[src/rtl/conv_pkg.sv]
// conv_pkg: shared state encoding and accumulator sizing for the convolution engine
package conv_pkg;
   typedef enum logic [2:0] {
      ST_IDLE    = 3'd0,
      ST_CAPTURE = 3'd1,
      ST_COMPUTE = 3'd2,
      ST_DISPLAY = 3'd3,
      ST_DONE    = 3'd4
   } state_e;
   function automatic int acc_w(input int data_w, input int taps);
      return 2 * data_w + $clog2(taps);
   endfunction
endpackage

[src/rtl/conv_mac.sv]
// conv_mac: unsigned multiply-accumulate; sum is the value the accumulator takes on the next enabled edge
module conv_mac
   import conv_pkg::*;
#(
   parameter int DATA_W = 8,
   parameter int ACC_W  = acc_w(8, 9)
) (
   input  logic              clk,
   input  logic              reset,
   input  logic              clr,
   input  logic              en,
   input  logic [DATA_W-1:0] a,
   input  logic [DATA_W-1:0] b,
   output logic [ACC_W-1:0]  sum
);
   logic [ACC_W-1:0] acc;
   assign sum = acc + ACC_W'(a) * ACC_W'(b);
   // clear has priority so the finishing tap can hand off its sum and restart at zero
   always_ff @(posedge clk)
      if (!reset || clr) acc <= '0;
      else if (en) acc <= sum;
endmodule

[src/rtl/conv_engine_param.sv]
// conv_engine_param: N x N by K x K valid convolution on one sequential MAC, results streamed for display
// Define CONV_SATURATE_EN to clamp results to OUT_W bits instead of wrapping.
module conv_engine_param
   import conv_pkg::*;
#(
   parameter int N         = 4,
   parameter int K         = 3,
   parameter int DATA_W    = 8,
   parameter int OUT_W     = 8,
   parameter int DISP_HOLD = 1,
   localparam int M        = N - K + 1,
   localparam int MM       = M * M,
   localparam int IDX_W    = (MM > 1) ? $clog2(MM) : 1
) (
   input  logic                       clk,
   input  logic                       reset,
   input  logic                       run,
   input  logic [N*N*DATA_W-1:0]      a_flat,
   input  logic [K*K*DATA_W-1:0]      b_flat,
   output logic                       busy,
   output logic                       done,
   output logic                       result_valid,
   output logic [OUT_W-1:0]           result,
   output logic [IDX_W-1:0]           result_idx,
   output logic [2:0]                 state
);
   localparam int ACC_W = acc_w(DATA_W, K * K);
   localparam int CW    = $clog2(N) + 1;
   localparam int HW    = $clog2(DISP_HOLD) + 1;
   localparam logic [CW-1:0] K_LAST = CW'(K - 1);
   localparam logic [CW-1:0] M_LAST = CW'(M - 1);
   state_e                  st;
   logic [N*N*DATA_W-1:0]   a_q;
   logic [K*K*DATA_W-1:0]   b_q;
   logic [CW-1:0]           out_r, out_c, tap_r, tap_c;
   logic [IDX_W-1:0]        disp_idx, wr_idx;
   logic [HW-1:0]           hold;
   logic [OUT_W-1:0]        rbuf [MM];
   logic [DATA_W-1:0]       a_op, b_op;
   logic [ACC_W-1:0]        sum;
   logic [OUT_W-1:0]        res_in;
   logic                    last_tap, last_out, mac_clr;

   // operand selection for the current output/tap position and conversion of the finished sum
   always_comb begin
      a_op     = DATA_W'(a_q >> ((int'(out_r + tap_r) * N + int'(out_c + tap_c)) * DATA_W));
      b_op     = DATA_W'(b_q >> ((int'(tap_r) * K + int'(tap_c)) * DATA_W));
      wr_idx   = IDX_W'(int'(out_r) * M + int'(out_c));
      last_tap = tap_r == K_LAST && tap_c == K_LAST;
      last_out = out_r == M_LAST && out_c == M_LAST;
      mac_clr  = st == ST_CAPTURE || (st == ST_COMPUTE && last_tap);
`ifdef CONV_SATURATE_EN
      res_in   = ((sum >> OUT_W) != '0) ? '1 : OUT_W'(sum);
`else
      res_in   = OUT_W'(sum);
`endif
   end

   conv_mac #(.DATA_W(DATA_W), .ACC_W(ACC_W)) u_mac (
      .clk   (clk),
      .reset (reset),
      .clr   (mac_clr),
      .en    (st == ST_COMPUTE),
      .a     (a_op),
      .b     (b_op),
      .sum   (sum)
   );

   // sequencer: capture, walk taps within each output position, then step through the buffer
   always_ff @(posedge clk) begin
      if (!reset) begin
         st       <= ST_IDLE;
         a_q      <= '0;
         b_q      <= '0;
         out_r    <= '0;
         out_c    <= '0;
         tap_r    <= '0;
         tap_c    <= '0;
         disp_idx <= '0;
         hold     <= '0;
         for (int i = 0; i < MM; i++) rbuf[i] <= '0;
      end else begin
         case (st)
            ST_IDLE: if (run) st <= ST_CAPTURE;
            ST_CAPTURE: begin
               a_q      <= a_flat;
               b_q      <= b_flat;
               out_r    <= '0;
               out_c    <= '0;
               tap_r    <= '0;
               tap_c    <= '0;
               disp_idx <= '0;
               hold     <= '0;
               st       <= ST_COMPUTE;
            end
            ST_COMPUTE: begin
               tap_c <= (tap_c == K_LAST) ? '0 : tap_c + 1'b1;
               if (tap_c == K_LAST) tap_r <= (tap_r == K_LAST) ? '0 : tap_r + 1'b1;
               if (last_tap) begin
                  rbuf[wr_idx] <= res_in;
                  out_c        <= (out_c == M_LAST) ? '0 : out_c + 1'b1;
                  if (out_c == M_LAST) out_r <= last_out ? '0 : out_r + 1'b1;
                  if (last_out) st <= ST_DISPLAY;
               end
            end
            ST_DISPLAY: begin
               hold <= (hold == HW'(DISP_HOLD - 1)) ? '0 : hold + 1'b1;
               if (hold == HW'(DISP_HOLD - 1)) begin
                  if (disp_idx == IDX_W'(MM - 1)) st <= ST_DONE;
                  else disp_idx <= disp_idx + 1'b1;
               end
            end
            ST_DONE: st <= ST_IDLE;
            default: st <= ST_IDLE;
         endcase
      end
   end

   assign busy         = st != ST_IDLE;
   assign done         = st == ST_DONE;
   assign result_valid = st == ST_DISPLAY;
   assign result       = result_valid ? rbuf[disp_idx] : '0;
   assign result_idx   = result_valid ? disp_idx : '0;
   assign state        = st;
endmodule

[config.mk]
export PLATFORM = sky130hd
export DESIGN_NAME = conv_engine_param
export DESIGN_NICKNAME = d
export VERILOG_FILES = /design/src/rtl/conv_pkg.sv /design/src/rtl/conv_mac.sv /design/src/rtl/conv_engine_param.sv
export SDC_FILE = /design/constraint.sdc
export NUM_CORES = 1
export LEC_CHECK = 0
export CAP_MARGIN = 10
export CORE_MARGIN = 2
export CORE_UTILIZATION = 50
export CTS_CLUSTER_DIAMETER = 150
export DETAILED_ROUTE_END_ITERATION = 12
export PLACE_DENSITY = 0.74
export SLEW_MARGIN = 30
export SYNTH_ARGS = -nofsm -noshare
export SYNTH_HDL_FRONTEND = slang
export SYNTH_HIERARCHICAL = 1
export SYNTH_SLANG_ARGS = --single-unit
[constraint.sdc]
create_clock -name clk -period 7.1 [get_ports clk]
set_input_delay 1.42 -clock clk [delete_from_list [all_inputs] [get_ports clk]]
set_output_delay 1.42 -clock clk [all_outputs]
set_load 0.01 [all_outputs]
Yosys cells after proc, flatten, opt, wreduce, memory -nomap -nowiden
Memories as Yosys holds them, arrays and structs flattened. A register that Yosys moved wholly into a read port is not among the register bits. Cells that the tools add are included.

Shift operators: 2. Multipliers: 2. Equality and inequality tests: 17. Reductions and logical operators: 16. $add $sub $neg: 12. Muxes and demuxes: 35.

Operator list (count): $shr 128x10->8 (1); $shr 72x9->8 (1); $mux 3 (13); $pmux 3 s2 (4); $add 20x16->20 (1); $mul 8x8->16 (1); $mux 8 (2); $ne 2x2->1 const B (7); $add 3x1->3 const B (4); $eq 3x2->1 const B (4); $mux 2 (6); $pmux 3 s4 (1); $eq 3x1->1 const B (3); $add 3x3->4 (2); $reduce_or 8->1 (1); $add 6x4->7 (1); $mux 1 (7); $add 5x3->6 (1); $reduce_and 3->1 (2); $mul 3x2->5 const B (1); $reduce_and 5->1 (1); $pmux 2 s2 (1); $reduce_and 2->1 (2); $reduce_bool 2->1 (2); other kinds (12) (15).

Bits in registers: 238. Output and inout port bits: 16. RAM bits: 32. Input port bits: 203. Memories kept: 1. Logic and storage cells: 95.

Memory list: rbuf (words 4, bits a word 8, read ports 1, clocked after Yosys merged registers in 1, write ports 4, line conv_engine_param.sv:38) `logic [OUT_W-1:0] rbuf [MM];`.

Logic depth before layout (Yosys ltp)
Depth in word-level cells: 8. Mapped depth: 26. Gate-level depth less buffers: 25.

Modules after synthesis
Netlist, hierarchy kept.

By module, submodules not included: conv_engine_param (cells an instance 1340, instances 1, area each 11578.6 sq um); conv_mac (cells an instance 446, instances 1, area each 3736.1 sq um).

Worst setup path before layout
No wires, ideal clock.

Kind: register to register. Start: register out_r[0]. End: register u_mac.acc[18]. Library setup time: 0.130 ns. Stages on the path, launching flop included: 25. Arrival: 6.501 ns. Buffers on the path: 1. Slack: 0.469 ns. Cells stage by stage: dfxtp_1 ha_1 inv_1 fa_1 inv_1 fa_1 clkbuf_1 nand2b_1 a211oi_1 nor3_1 a21oi_1 nor3_1 nand2_1 fa_1 fa_1 inv_1 fa_1 inv_1 fa_1 inv_1 ha_1 nand4_1 a2111oi_2 o31a_1 nor3_2.

Word-level cells in the longest chain between the ends: 5.

Ends and longest elaborated chain: from (decl) (line conv_engine_param.sv:35) `logic [CW-1:0] out_r, out_c, tap_r, tap_c;`; from (signal assigned) (line conv_engine_param.sv:102) `if (out_c == M_LAST) out_r <= last_out ? '0 : out_r + 1'b1;`; $add 3x3->4 (line conv_engine_param.sv:46) `a_op = DATA_W'(a_q >> ((int'(out_r + tap_r) * N + int'(out_c + tap_c)) * DATA_W));`; $add 6x4->7 (line conv_engine_param.sv:46); $shr 128x10->8 (line conv_engine_param.sv:46); net a_op[4] (line conv_engine_param.sv:39) `logic [DATA_W-1:0] a_op, b_op;`; $mul 8x8->16 (line conv_mac.sv:17) `assign sum = acc + ACC_W'(a) * ACC_W'(b);`; $add 20x16->20 (line conv_mac.sv:17); to (signal assigned) (line conv_mac.sv:21) `else if (en) acc <= sum;`; to (decl) (line conv_mac.sv:16) `logic [ACC_W-1:0] acc;`.

The timed path passes the listed nets, and every way through them passes these cells. A chain may end at the register's enable or synchronous reset.

==> run_results.csv <==
group,metric,value,unit
die,start_util,50.4,%
worst_setup_path,crit_chain,"ha_1 > inv_1 > fa_1 > inv_1 > fa_1 > nor2_1 > mux2i_1 > or4_1 > nor3_1 > nand2_1 > fa_1 > inv_1 > fa_1 > ha_1 > inv_1 > fa_1 > inv_1 > fa_1 > a21o_1 > a21oi_1 > xnor2_1 > and2_1",
worst_setup_path,r2r_end,"rbuf[3][7]$_DFFE_PP_",
min_path,hold_end,"a_q[47]$_SDFFE_PN0P_",
final_layout,stdcell_area,0.0162,mm^2
placed_design,dpl_worst_slack,0.551,ns
min_path,hold_path_class,"register to register",
grt,grt_overflow,0,
worst_setup_path,cp.required,7.39,ns
power_and_ir_drop,p_leak,6.07,nW
job,maxCapViolCount,0,
worst_setup_path,crit_path_top_delay_cell,"or4_1",
grt,grt_pass1_vias,10556,
timing,final-hold-violation-count,0,
clocking,cts_tree,"done",
clocking,ctsHoldBuffers,0,
timing,hold_ws,0.451,ns
grt,grt_usage,24.8,%
detailed_routing,vias,10842,
timing,max_freq,155,MHz
placed_design,placed_area,0.0153,mm^2
detailed_routing,wire_per_inst,16.6,um
yosys,yosys_warnings,6,
die,fp-row-count,59,
timing,setup-tns-final,0,ns
die,die-area,0.0273,mm^2
worst_setup_path,max_stage_delay,0.60,ns
timing,rsz0062_at_grt,"false",
die,die_h,165,um
clocking,cts_made_buffers,27,
detailed_routing,vias_per_cell,5.38,
worst_setup_path,cp_max_fo,8,
placed_design,dp.cells,1966,
detailed_routing,dr.first_iter.drc_count,893,
detailed_routing,drc,0,
timing,relSlewSlack,35.7,%
clocking,cts_max_level,1,
worst_setup_path,crit_path_frequent_cell,"fa_1",
timing,worstMarginPinSlew,0.965,ns
die,io_pins,219,
min_path,hold_depth,2,
timing,drv_slew,0,
clocking,insertion_delay,0.55,ns
clocking,cts_setup_buffers,0,
final_layout,fin_util,62.8,%
grt,grt_pass1_wl,54.1,mm
placed_design,port_buffers,218,
timing,finalWorstPathRequiredPeriod,6.46,ns
power_and_ir_drop,power.density,249,mW/mm^2
worst_setup_path,cp-end-kind,"register",
yosys,syn_area_per_cell,8.64,um^2
clocking,clock_sinks,259,
clocking,ctsResizeCount,0,
min_path,min_from,"a_q[47]$_SDFFE_PN0P_",
status,outcome,"finished clean",
timing,finalWorstSetupSlack,0.636,ns
worst_setup_path,crit_type,"register to register",
yosys,syn-num-nets,1777,
placed_design,place.gp.congestion,0.852,
placed_design,dp_hpwl,23.9,mm
detailed_routing,routed_wl,33.5,mm
power_and_ir_drop,total_power,4.04,mW
final_layout,areaGrowthSynthToFinish,24.6,%
worst_setup_path,r2r_start,"out_r[0]$_SDFFE_PN0P_",
die,die_w,165,um
grt,antenna_found_initial,1,
detailed_routing,ant_nets,0,
timing,setup_violations,0,
die,fp.coreArea,0.0258,mm^2
final_layout,final_cells,2016,
yosys,netlist_instances,1507,
timing,min_period_over_period,91.0,%
grt,grt_max_degree,206,
final_layout,final_nets,1930,
clocking,root_buffer,"clkbuf_16",
worst_setup_path,r2r_cells,22,
detailed_routing,firstDrtPassIters,5,
timing,worst_clock_skew,0.0247,ns
clocking,clock_path_buffers,3,
worst_setup_path,crit_arrival,6.75,ns
clocking,clk_pin_slew,0.06,ns
power_and_ir_drop,ir_worst_vdd,0.229,mV
yosys,synth_area,0.0130,mm^2
worst_setup_path,crit_path_start_kind,"register",
worst_setup_path,reg2reg_slack,0.64,ns
final_layout,drive_gt1_share,7.62,%
==> layout make-up <==
type | count | area (um^2)
inverter | 61 | 239
fill | 2180 | 9620
tap | 335 | 419
clock buffer | 37 | 723
sequential | 259 | 5510
multi-input combinational | 1075 | 6810
timing repair buffer | 236 | 2340
clock inverter | 12 | 179
antenna | 1 | 2.50
==> placed cells by master (no fill, tap or decap), drive strengths merged, types with 31 or more instances in the layout <==
cell,n
a21oi,229
and2,59
clkbuf,37
clkdlybuf4s50,218
dfxtp,227
edfxtp,32
fa,31
ha,36
inv,62
mux2i,37
nand2,434
o21ai,32
==> routing by layer <==
metal,part of all wire (%),global-route usage (%),vias up
li1,-,-,5349
met1,44,33.5,5113
met2,47,41.6,321
met3,5.6,3.45,59
met4,3.1,7.13,0
met5,0,0,-
==> registers in the layout (all words and copies together) (netlist names), named ones only <==
name,flops
a_q,128
b_q,72
disp_idx,2
out_c,3
out_r,3
rbuf,32
state,3
tap_c,3
tap_r,3
u_mac/acc,8
==> worst max-delay path: cells and delay by family (launching register included) <==
family	cells	cell delay [ns]
AO/OA/AOI/OAI	2	0.33
XOR/XNOR	1	0.13
adder cells (fa/ha/maj)	8	3.46
buffers and inverters	5	0.27
flip-flops	1	0.42
multiplexers	1	0.08
AND/OR/NAND/NOR	5	1.50
==> worst max-delay path by stage <==
stage / start / slack, ns / depth (start not counted) / endpoint
floorplan: out_r[0]$_SDFFE_PN0P_ / 1.08 / 25 / rbuf[3][7]$_DFFE_PP_
global placement: out_r[0]$_SDFFE_PN0P_ / 0.62 / 24 / rbuf[0][7]$_SDFFCE_PN0P_
detailed placement: tap_r[0]$_SDFFE_PN0P_ / 0.55 / 24 / rbuf[3][7]$_DFFE_PP_
CTS: out_r[0]$_SDFFE_PN0P_ / 0.50 / 24 / rbuf[1][7]$_SDFFCE_PN0P_
global route: tap_r[0]$_SDFFE_PN0P_ / 0.21 / 24 / rbuf[1][7]$_SDFFCE_PN0P_
finish: out_r[0]$_SDFFE_PN0P_ / 0.64 / 22 / rbuf[3][7]$_DFFE_PP_
==> power by group <==
group | switching [mW] | leakage, nW | internal (mW)
registers | 0.0747 | 2.18 | 1.61
logic | 0.529 | 3.45 | 0.388
clock network | 0.580 | 0.445 | 0.862
total | 1.18 | 6.07 | 2.86
No activity file was read; power rests on OpenSTA's default activity.
